<file path="config.mk">
export PLATFORM = sky130hd
export DESIGN_NAME = tdm_frame_scheduler
export DESIGN_NICKNAME = d
export VERILOG_FILES = /design/src/rtl/tdm_frame_scheduler.sv
export SDC_FILE = /design/constraint.sdc
export NUM_CORES = 1
export LEC_CHECK = 0
export CELL_PAD_IN_SITES_DETAIL_PLACEMENT = 1
export CELL_PAD_IN_SITES_GLOBAL_PLACEMENT = 1
export CORE_MARGIN = 2
export CORE_UTILIZATION = 35
export CTS_BUF_LIST = sky130_fd_sc_hd__clkbuf_8
export DETAILED_ROUTE_END_ITERATION = 12
export PLACE_DENSITY_LB_ADDON = 0.1
export SYNTH_ARGS = -nofsm -noshare
export SYNTH_HDL_FRONTEND = slang
export SYNTH_SLANG_ARGS = --single-unit
</file>
<file path="constraint.sdc">
create_clock -name c4 -period 5.2 [get_ports c4]
set_clock_uncertainty 0.05 [all_clocks]
set_input_delay 0.52 -clock c4 [delete_from_list [all_inputs] [get_ports c4]]
set_output_delay 0.52 -clock c4 [all_outputs]
set_load 0.005 [all_outputs]
</file>
<file path="src/rtl/tdm_frame_scheduler.sv">
// TDM frame scheduler: aligns to the f0 frame pulse, flywheels through missed pulses and
// generates per-slot tx/rx converter window enables and gated bit clocks.
module tdm_frame_scheduler #(
    parameter int unsigned CYC_PER_FRAME = 512,
    parameter int unsigned LOCK_FRAMES   = 2,
    parameter int unsigned MISS_MAX      = 2
) (
    input  logic       c4,
    input  logic       rst,
    input  logic       f0,
    input  logic       select,
    input  logic [4:0] cfg_tx_slot,
    input  logic [5:0] cfg_tx_len,
    input  logic [4:0] cfg_rx_slot,
    input  logic [5:0] cfg_rx_len,
    output logic       clk_en_tx,
    output logic       clk_en_rx,
    output logic       clk_tx,
    output logic       clk_rx,
    output logic [4:0] slot_idx,
    output logic [2:0] bit_idx,
    output logic       frame_start,
    output logic       locked,
    output logic       sync_err
);

    localparam int unsigned CW = $clog2(CYC_PER_FRAME);
    localparam logic [CW-1:0] CycLast = CW'(CYC_PER_FRAME - 1);
    localparam logic [7:0] LockTarget = 8'(LOCK_FRAMES);
    localparam logic [7:0] MissTarget = 8'(MISS_MAX);

    typedef enum logic [1:0] {StHunt, StCheck, StLocked} state_e;

    state_e        state_q, state_d;
    logic [CW-1:0] cyc_q, cyc_d;
    logic [7:0]    lock_cnt_q, lock_cnt_d, lock_inc;
    logic [7:0]    miss_cnt_q, miss_cnt_d, miss_inc;
    logic          f0_q, f0_prev_q;
    logic          f0_edge, at_last, err;

    logic       sel_q, sel_d;
    logic [4:0] tx_slot_q, tx_slot_d, rx_slot_q, rx_slot_d;
    logic [5:0] tx_len_q, tx_len_d, rx_len_q, rx_len_d;
    logic       capture;

    logic [4:0] slot, tx_diff, rx_diff;
    logic       tx_in, rx_in, lk;

    logic       clk_en_tx_d, clk_en_rx_d, clk_tx_d, clk_rx_d;
    logic [4:0] slot_idx_d;
    logic [2:0] bit_idx_d;
    logic       frame_start_d;

    assign f0_edge  = f0_prev_q & ~f0_q;
    assign at_last  = (cyc_q == CycLast);
    assign lock_inc = lock_cnt_q + 8'd1;
    assign miss_inc = miss_cnt_q + 8'd1;

    always_comb begin
        state_d    = state_q;
        cyc_d      = cyc_q + CW'(1);
        lock_cnt_d = lock_cnt_q;
        miss_cnt_d = miss_cnt_q;
        err        = 1'b0;
        unique case (state_q)
            StHunt: begin
                cyc_d = '0;
                if (f0_edge) begin
                    lock_cnt_d = 8'd1;
                    miss_cnt_d = 8'd0;
                    state_d    = StCheck;
                end
            end
            StCheck: begin
                if (f0_edge && at_last) begin
                    lock_cnt_d = lock_inc;
                    if (lock_inc >= LockTarget) begin
                        miss_cnt_d = 8'd0;
                        state_d    = StLocked;
                    end
                end else if (f0_edge || at_last) begin
                    err     = 1'b1;
                    cyc_d   = '0;
                    state_d = StHunt;
                end
            end
            StLocked: begin
                if (f0_edge && at_last) begin
                    miss_cnt_d = 8'd0;
                end else if (f0_edge) begin
                    // Misplaced edge: realign to it and re-verify spacing.
                    err        = 1'b1;
                    cyc_d      = '0;
                    lock_cnt_d = 8'd1;
                    state_d    = StCheck;
                end else if (at_last) begin
                    miss_cnt_d = miss_inc;
                    if (miss_inc >= MissTarget) begin
                        err     = 1'b1;
                        cyc_d   = '0;
                        state_d = StHunt;
                    end
                end
            end
            default: begin
                cyc_d   = '0;
                state_d = StHunt;
            end
        endcase
    end

    // Config is sampled once per frame so a window never changes shape mid-frame.
    assign capture   = (state_q == StLocked) && (cyc_q == '0);
    assign sel_d     = capture ? select      : sel_q;
    assign tx_slot_d = capture ? cfg_tx_slot : tx_slot_q;
    assign tx_len_d  = capture ? cfg_tx_len  : tx_len_q;
    assign rx_slot_d = capture ? cfg_rx_slot : rx_slot_q;
    assign rx_len_d  = capture ? cfg_rx_len  : rx_len_q;

    assign slot    = cyc_q[CW-1 -: 5];
    assign tx_diff = slot - tx_slot_d;
    assign rx_diff = slot - rx_slot_d;
    assign tx_in   = ({1'b0, tx_diff} < tx_len_d);
    assign rx_in   = ({1'b0, rx_diff} < rx_len_d);

    // Gating on the next state drops every enable in the cycle right after lock is lost.
    assign lk = (state_d == StLocked);

    always_comb begin
        clk_en_tx_d   = lk & ~sel_d & tx_in;
        clk_en_rx_d   = lk & rx_in;
        clk_tx_d      = clk_en_tx_d & cyc_q[0];
        clk_rx_d      = clk_en_rx_d & cyc_q[0];
        slot_idx_d    = lk ? slot : 5'd0;
        bit_idx_d     = lk ? cyc_q[3:1] : 3'd0;
        frame_start_d = lk && (state_q == StLocked) && (cyc_q == '0);
    end

    always_ff @(posedge c4) begin
        if (rst) begin
            state_q     <= StHunt;
            cyc_q       <= '0;
            lock_cnt_q  <= 8'd0;
            miss_cnt_q  <= 8'd0;
            f0_q        <= 1'b0;
            f0_prev_q   <= 1'b0;
            sel_q       <= 1'b0;
            tx_slot_q   <= 5'd0;
            tx_len_q    <= 6'd0;
            rx_slot_q   <= 5'd0;
            rx_len_q    <= 6'd0;
            clk_en_tx   <= 1'b0;
            clk_en_rx   <= 1'b0;
            clk_tx      <= 1'b0;
            clk_rx      <= 1'b0;
            slot_idx    <= 5'd0;
            bit_idx     <= 3'd0;
            frame_start <= 1'b0;
            locked      <= 1'b0;
            sync_err    <= 1'b0;
        end else begin
            state_q     <= state_d;
            cyc_q       <= cyc_d;
            lock_cnt_q  <= lock_cnt_d;
            miss_cnt_q  <= miss_cnt_d;
            f0_q        <= f0;
            f0_prev_q   <= f0_q;
            sel_q       <= sel_d;
            tx_slot_q   <= tx_slot_d;
            tx_len_q    <= tx_len_d;
            rx_slot_q   <= rx_slot_d;
            rx_len_q    <= rx_len_d;
            clk_en_tx   <= clk_en_tx_d;
            clk_en_rx   <= clk_en_rx_d;
            clk_tx      <= clk_tx_d;
            clk_rx      <= clk_rx_d;
            slot_idx    <= slot_idx_d;
            bit_idx     <= bit_idx_d;
            frame_start <= frame_start_d;
            locked      <= lk;
            sync_err    <= err;
        end
    end

endmodule

</file>
---- Word level (Yosys, flattened, before mapping) ----
Cells that the tools add are included.
storage, ports and cells
  flip-flop bits (word level) ............. 67
  bits of input ports ..................... 26
  logic and storage cells ................. 98
operators by class
  $add $sub $neg .......................... 5
  magnitude comparators ................... 4
  equal/unequal tests ..................... 10
  multiplexer cells ....................... 39
  bitwise operators ....................... 9
  reduce and logical (&&, ||, !) cells .... 11
operator list
  operator               count
  $mux W8                9
  $mux W9                6
  $pmux W8 S3            2
  $pmux W9 S2            1
  $add A8 B1 Y8 const B  2
  $ge A8 B2 Y1 const B   2
  $mux W2                8
  $lt A5 B6 Y1           2
  $mux W6                2
  $mux W5                2
  $sub A5 B5 Y5          2
  $add A9 B1 Y9 const B  1
  $eq A9 B9 Y1 const B   1
  $logic_not A9 Y1       1
  $ne A2 B2 Y1 const B   4
  $mux W1                7
  $and A1 B1 Y1          6
  $ne A3 B3 Y1 const B   2
  $pmux W2 S3            1
  $reduce_and A6 Y1      1
  $eq A2 B2 Y1 const B   2
  $logic_and A1 B1 Y1    4
  $not A1 Y1             3
  $reduce_and A3 Y1      1
  6 further kinds        6

---- Longest topological paths before layout ----
Gate-level depths: netlist (run 1).
  depth after elaboration ................. 11
  mapped depth ............................ 18
  mapped depth without buffers ............ 18

---- Worst setup path before layout (run 1) ----
Ideal clock, no wire load.
  kind .................................... register to register
  from .................................... register state_q[0]
  to ...................................... register clk_tx
  setup time .............................. 0.116 ns
  data arrival time ....................... 4.022 ns
  data required time ...................... 5.034 ns
  setup slack ............................. 1.012 ns
  cell stages (with the launch flop) ...... 19
  clock period less this slack ............ 4.188 ns
  path through ............................ dfxtp_1 inv_1 ha_1 inv_1 nor4_1 nand4_1 clkbuf_1 buf_2 mux2i_1 fa_1 a21o_1 a21oi_1 xor2_1 xnor2_1 ha_1 nor3_1 a211oi_1 o211ai_1 and4_1
on the way
  cells in the longest elaborated chain, start to end .. 9
RTL lines
  what                                                  line  source
  start: declaration                                    34    state_e state_q, state_d;
  start signal: assignment                              141   state_q <= StHunt;
  start signal: assignment                              162   state_q <= state_d;
  branches (longest 7 deep; another with $lt A5 B6 Y1)  n/a
  $and A1 B1 Y1 (*)                                     130   clk_en_tx_d = lk & ~sel_d & tx_in;
  $and A1 B1 Y1 (*)                                     132   clk_tx_d = clk_en_tx_d & cyc_q[0];
  end signal: assignment                                175   clk_tx <= clk_tx_d;
  end: declaration                                      18    output logic clk_tx,
Mark *: on every way between the ends.
A chain may end at the register's enable or synchronous reset.

---- Final worst setup path (run 1) ----
  from .................................... register state_q[0]
  to ...................................... register clk_rx
RTL lines
  what                    line  source
  $eq A2 B2 Y1            113   assign capture = (state_q == StLocked) && (cyc_q == '0);
  $logic_and A1 B1 Y1     113
  $mux W5                 117   assign rx_slot_d = capture ? cfg_rx_slot : rx_slot_q;
  net rx_slot_d[0]        42    logic [4:0] tx_slot_q, tx_slot_d, rx_slot_q, rx_slot_d;
  $sub A5 B5 Y5           122   assign rx_diff = slot - rx_slot_d;
  $lt A5 B6 Y1            124   assign rx_in = ({1'b0, rx_diff} < rx_len_d);
  $and A1 B1 Y1           131   clk_en_rx_d = lk & rx_in;
  $and A1 B1 Y1           133   clk_rx_d = clk_en_rx_d & cyc_q[0];
  end signal: assignment  176   clk_rx <= clk_rx_d;
  end: declaration        19    output logic clk_rx,
The timed path passes the listed nets, and every way through them passes these cells.

==> results.json, run 1 <==
{
  "whs_endpoint": "f0_prev_q",
  "grt_overflow_total": 0,
  "grt_pass1_wl_um": 13900,
  "cts_max_level": 3,
  "vias": 2920,
  "reg2reg_from": "state_q[0]",
  "rows": 36,
  "synth_area_leaders": "dfxtp_1, ha_1, mux2i_1",
  "grt_max_degree": 41,
  "placedInstanceArea_um2": 4040,
  "end_kind": "register",
  "wl_met3_um": 258,
  "status": "finished, final reports clean",
  "fin_crit_sh_pct": 81.8,
  "min_path_type": "reg2reg",
  "cp-startpoint": "state_q[0]",
  "switching_power_mw": 0.270,
  "ys_warn_count": 0,
  "drive_above_1_share_pct": 6.05,
  "powerDensity_nw_per_um2": 246,
  "port_buffers": 40,
  "crit_arrival_ns": 4.51,
  "cpPeakStageDelay_ns": 0.40,
  "grt_util_all_layers_pct": 16.0,
  "area_growth_pct": 20.9,
  "dp_hpwl_um": 6150,
  "path_cells": "inv_1 -> ha_1 -> inv_1 -> nor4_1 -> nand4_1 -> buf_4 -> mux2_2 -> ha_1 -> inv_1 -> fa_1 -> a21o_1 -> a21oi_1 -> xor2_1 -> xnor2_1 -> ha_1 -> nor4b_1 -> nand2_1 -> o221ai_1 -> and3_1",
  "cts-buffers-inserted": 9,
  "synth_cells": 384,
  "first_iter_violations": 118,
  "fmax_mhz": 235,
  "top_layer": "met4",
  "cp.required_ns": 5.45,
  "post_cts_buffers": 0,
  "synth_fp_nets": 442,
  "async_reset_ff_share_pct": 0,
  "synth_seq_cells": 67,
  "hold_ws_ns": 0.418,
  "final_cell_mix": "dfxtp_1, nor2_1, clkdlybuf4s50_1, ha_1, mux2i_1",
  "wl_met2_um": 3740,
  "cts-root-buf": "clkbuf_8",
  "synthesis.area_per_instance_um2": 9.14,
  "firstDrtPassIters": 4,
  "cts_hold_buffers": 0,
  "hold_viol_final": 0,
  "fin_nets": 483,
  "clock_latency_ns": 0.36,
  "criticalPathCategory": "reg2reg",
  "leakagePower_nw": 1.77,
  "fp.dieH_um": 104,
  "cts_buffer_depth": 2,
  "cp_slowest_cell": "fa_1",
  "seq_power_share_pct": 49.5,
  "start_kind": "register",
  "ctsResizeCount": 0,
  "p_clk_share_pct": 45.2,
  "final_common_cell": "dfxtp_1",
  "setup_tns_ns": 0,
  "drc": 0,
  "hp-start": "f0_q",
  "antenna_found_initial": 0,
  "gp_congestion": 0.792,
  "max_cap_viol_count": 0,
  "utilization_pct": 43.4,
  "crit_path_max_fanout": 15,
  "die_w_um": 104,
  "reg2reg_slack_ns": 0.95,
  "cts.clk_slew.worst_paths_ns": 0.08,
  "rsz0062_at_grt": "no",
  "swShare_pct": 25.9,
  "cts_tree": "built",
  "wl_um": 8450,
  "die-area_um2": 10800,
  "slew_headroom_pct": 48.9,
  "synth_edf_count": 0,
  "placed_cells": 547,
  "maxSlewViolCount": 0,
  "antenna_cells": 0,
  "ys_types": 55,
  "p_int_mw": 0.773,
  "drt.antenna.violating_nets": 0,
  "seqCellArea_um2": 1340,
  "netlist_area_um2": 3510,
  "initial_core_util_pct": 35.9,
  "grt_pass1_vias": 2838,
  "yosysTopAreaCellShare_pct": 38.2,
  "io_pins": 41,
  "hold_depth": 1,
  "r2r.worst_path.cells": 19,
  "p_comb_share_pct": 5.3,
  "final_area_um2": 4240,
  "synth_seq_area_share_pct": 38.2,
  "synth_area_leader_cell": "dfxtp_1",
  "wl_met1_um": 4320,
  "synth_ff_type": "dfxtp_1",
  "fill_cells": 1173,
  "fin_cells": 563,
  "via_per_inst": 5.19,
  "core_area_um2": 9770,
  "cts.sinks": 67,
  "multi_input_area_um2": 2040,
  "setup-violations-final": 0,
  "routedWlPerCell_um": 15.0,
  "period_needed_ns": 4.25,
  "peakVddDrop_mv": 0.0982,
  "rr_endpoint": "clk_rx",
  "worst_pin_slew_ns": 0.765
}
## routing by layer
layer / track usage, % / vias up
met2: 25.1 / 38
li1: - / 1455
met3: 3.01 / 11
met4: 6.08 / 0
met1: 21.6 / 1416
met5: 0 / -
## worst max path at each step
stage	end	slack, ns
3_3_place_gp	clk_tx	1.16
5_1_grt	clk_rx	0.51
6_report	clk_rx	0.95
4_1_cts	clk_rx	0.90
3_5_place_dp	clk_rx	0.96
2_1_floorplan	clk_tx	1.01
## Yosys cell counts, drive strengths merged (4+ instances only)
| master | count |
|---|---|
| nand2 | 16 |
| clkbuf | 9 |
| nand2b | 6 |
| and3 | 7 |
| dfxtp | 67 |
| a21o | 9 |
| xor2 | 8 |
| a31oi | 4 |
| nor2 | 48 |
| or3 | 5 |
| buf | 4 |
| nor2b | 8 |
| inv | 17 |
| mux2i | 23 |
| ha | 30 |
| nor3 | 10 |
| nand4 | 8 |
| o21ai | 12 |
| nand3 | 8 |
| o211ai | 4 |
| a21oi | 22 |
| and2 | 9 |
| xnor2 | 9 |
## through the flow
step           power [mW]  setup WS [ns]
3_3_place_gp        0.583           1.16
5_1_grt              1.08          0.515
3_5_place_dp        0.584          0.960
2_1_floorplan       0.555           1.01
6_report             1.04          0.946
4_1_cts              1.06          0.899
## power by group through the flow
stage	Clock, mW	Combinational (mW)	Sequential (mW)
floorplan	0	0.0266	0.528
global route	0.503	0.0597	0.517
global placement	0	0.0546	0.529
CTS	0.485	0.0554	0.517
finish	0.472	0.0548	0.517
detailed placement	0	0.0551	0.529
## registers in the layout, indices dropped and copies added, names as in the netlist
register / count
tx_len_q: 6
cyc_q: 9
rx_slot_q: 5
lock_cnt_q: 8
sel_q: 1
frame_start: 1
tx_slot_q: 5
slot_idx: 5
clk_rx: 1
f0_q: 1
miss_cnt_q: 8
clk_tx: 1
clk_en_rx: 1
sync_err: 1
locked: 1
clk_en_tx: 1
bit_idx: 3
rx_len_q: 6
f0_prev_q: 1
state_q: 2
## critical path, delay by kind of cell, from the launching register on
family	cells	cell delay [ns]
and+or+nand+nor	5	0.92
adders and majority gates	4	1.08
buffers and inverters	4	0.65
xor gates and xnor gates	2	0.31
muxes	1	0.26
DFF	1	0.36
AOI/OAI and AO/OA	3	0.57
## cell families after synthesis
kind of cell | Yosys count | share of synthesized area (%)
AND/OR/NAND/NOR | 137 | 20.1
AO/OA/AOI/OAI | 75 | 14.5
flip-flops | 67 | 38.2
XOR/XNOR | 17 | 4.24
multiplexers | 26 | 7.52
buffers and inverters | 30 | 3.60
adder cells (fa/ha/maj) | 32 | 11.8
## final cells by class
type | instances | area share [%]
Clock inverter | 7 | 1.98
Tap cell | 133 | 3.92
Clock buffer | 9 | 2.92
Multi-Input combinational cell | 287 | 48.1
Inverter | 17 | 1.50
Sequential cell | 67 | 31.6
Timing Repair Buffer | 43 | 9.96
Power figures use the tool's default switching activity.
==> run 2, diff against run 1 <==
Clock period 5.2 ns to 4.3 ns, I/O delays scaled along.
==> run 2 against run 1 <==
Against the previous run: routed wire length rose by 2.5%; first-iteration DRC count fell by 43%; final cell count rose by 0.36%; critical path depth did not move; combinational power rose by 22%; sequential share of layout area fell by 0.093 points; critical path type unchanged; critical endpoint is now clk_tx; highest routed layer unchanged.
==> results.json, run 2 (synthesis gave the netlist of run 1 again) <==
{
  "status": "finished, final reports clean",
  "crit_family": "adder cells",
  "setup_ws_ns": 0.355,
  "end_kind": "register",
  "cts-buffers-inserted": 9,
  "peakVddDrop_mv": 0.136,
  "fin_nets": 486,
  "antenna_found_initial": 0,
  "firstDrtPassIters": 4,
  "drc": 0,
  "utilization_pct": 43.5,
  "grt_pass1_vias": 2886,
  "reg2reg_from": "state_q[0]",
  "cpPeakStageDelay_ns": 0.40,
  "hold_depth": 1,
  "final_cell_mix": "dfxtp_1, nor2_1, clkdlybuf4s50_1, ha_1, mux2i_1",
  "crit_arrival_ns": 4.15,
  "grt_pass1_wl_um": 14600,
  "max_cap_viol_count": 0,
  "period_needed_ns": 3.95,
  "regMostFlops": "cyc_q",
  "drive_above_1_share_pct": 6.94,
  "cp_slowest_cell": "fa_1",
  "placed_cells": 549,
  "rsz0062_at_grt": "no",
  "largest_reg_flops": 9,
  "placedInstanceArea_um2": 4050,
  "hold_viol_final": 0,
  "hp-start": "f0_q",
  "fmax_mhz": 253,
  "multi_input_area_um2": 2060,
  "initial_core_util_pct": 35.9,
  "fin_crit_sh_pct": 91.7,
  "setup-violations-final": 0,
  "port_buffers": 40,
  "first_iter_violations": 67,
  "start_kind": "register",
  "worst_pin_slew_ns": 0.729,
  "die_w_um": 104,
  "cts.sinks": 67,
  "whs_endpoint": "f0_prev_q",
  "area_growth_pct": 21.3,
  "hold_ws_ns": 0.409,
  "cts-root-buf": "clkbuf_8",
  "drt.antenna.violating_nets": 0,
  "cts_max_level": 3,
  "clock_latency_ns": 0.36,
  "grt_overflow_total": 0,
  "rr_endpoint": "clk_tx",
  "criticalPathCategory": "reg2reg",
  "r2r.worst_path.cells": 19,
  "antenna_cells": 0,
  "cp_num_buf_inv": 4,
  "seqCellArea_um2": 1340,
  "fp.dieH_um": 104,
  "rows": 36,
  "cts_tree": "built",
  "core_area_um2": 9770,
  "wl_um": 8660,
  "cts_buffer_depth": 2,
  "final_common_cell": "dfxtp_1",
  "routedWlPerCell_um": 15.3,
  "total_power_mw": 1.18,
  "fill_cells": 1164,
  "cp.required_ns": 4.51,
  "setup_tns_ns": 0,
  "via_per_inst": 5.17,
  "dp_slack_ns": 0.0758,
  "slew_headroom_pct": 51.1,
  "die-area_um2": 10800,
  "cts.clk_slew.worst_paths_ns": 0.08,
  "crit_path_max_fanout": 8,
  "final_area_um2": 4260,
  "grt_max_degree": 41,
  "path_cells": "inv_1 -> ha_4 -> inv_1 -> nor4_1 -> nand4_1 -> buf_4 -> mux2_2 -> ha_1 -> inv_1 -> fa_1 -> a21o_1 -> a21oi_1 -> xor2_1 -> xnor2_1 -> ha_1 -> nor3_1 -> a211oi_1 -> o211ai_1 -> and4_1",
  "reg_top3": "cyc_q x9, lock_cnt_q x8, miss_cnt_q x8",
  "maxSlewViolCount": 0,
  "vias": 2921,
  "gp_congestion": 0.769,
  "io_pins": 41,
  "fin_cells": 565,
  "dp_hpwl_um": 6480,
  "crit_top_cell": "inv_1",
  "reg2reg_slack_ns": 0.35,
  "powerDensity_nw_per_um2": 277,
  "min_path_type": "reg2reg",
  "leakagePower_nw": 1.77,
  "grt_util_all_layers_pct": 17.1
}
run 2: cell type report:
type / count / area share, %
Clock buffer: 10 / 3.23
Clock inverter: 5 / 0.882
Inverter: 17 / 1.50
Multi-Input combinational cell: 287 / 48.4
Sequential cell: 67 / 31.5
Tap cell: 133 / 3.91
Timing Repair Buffer: 46 / 10.6
run 2: power by group:
part / switching [mW] / leakage [nW] / internal [mW] / total [mW]
combinational: 0.0329 / 1.15 / 0.0340 / 0.0669
clock: 0.265 / 0.0848 / 0.224 / 0.488
sequential: 0.00286 / 0.540 / 0.622 / 0.625
total: 0.300 / 1.77 / 0.880 / 1.18
run 2: how the worst max path moves through the flow:
stage | from | to | cells after the start
finish | state_q[0] | clk_tx | 19
global route | state_q[0] | clk_rx | 19
CTS | state_q[0] | clk_tx | 17
detailed placement | state_q[0] | clk_tx | 17
global placement | state_q[0] | clk_tx | 17
floorplan | state_q[0] | clk_tx | 18
run 2: repair_timing:
| action | CTS | global route |
|---|---|---|
| setup endpoints to repair | 0 | 4 |
| hold buffers | 0 | 0 |
| gates resized for setup | 0 | 4 |
| setup buffers | 0 | 1 |
run 2: per-layer routing:
layer	GRT usage (%)	share of wire, %	vias to the layer above
met2	26.7	45	34
met3	3.26	2.5	14
met4	7.53	1.8	0
met5	0	0	-
li1	-	-	1455
met1	22.9	51	1418
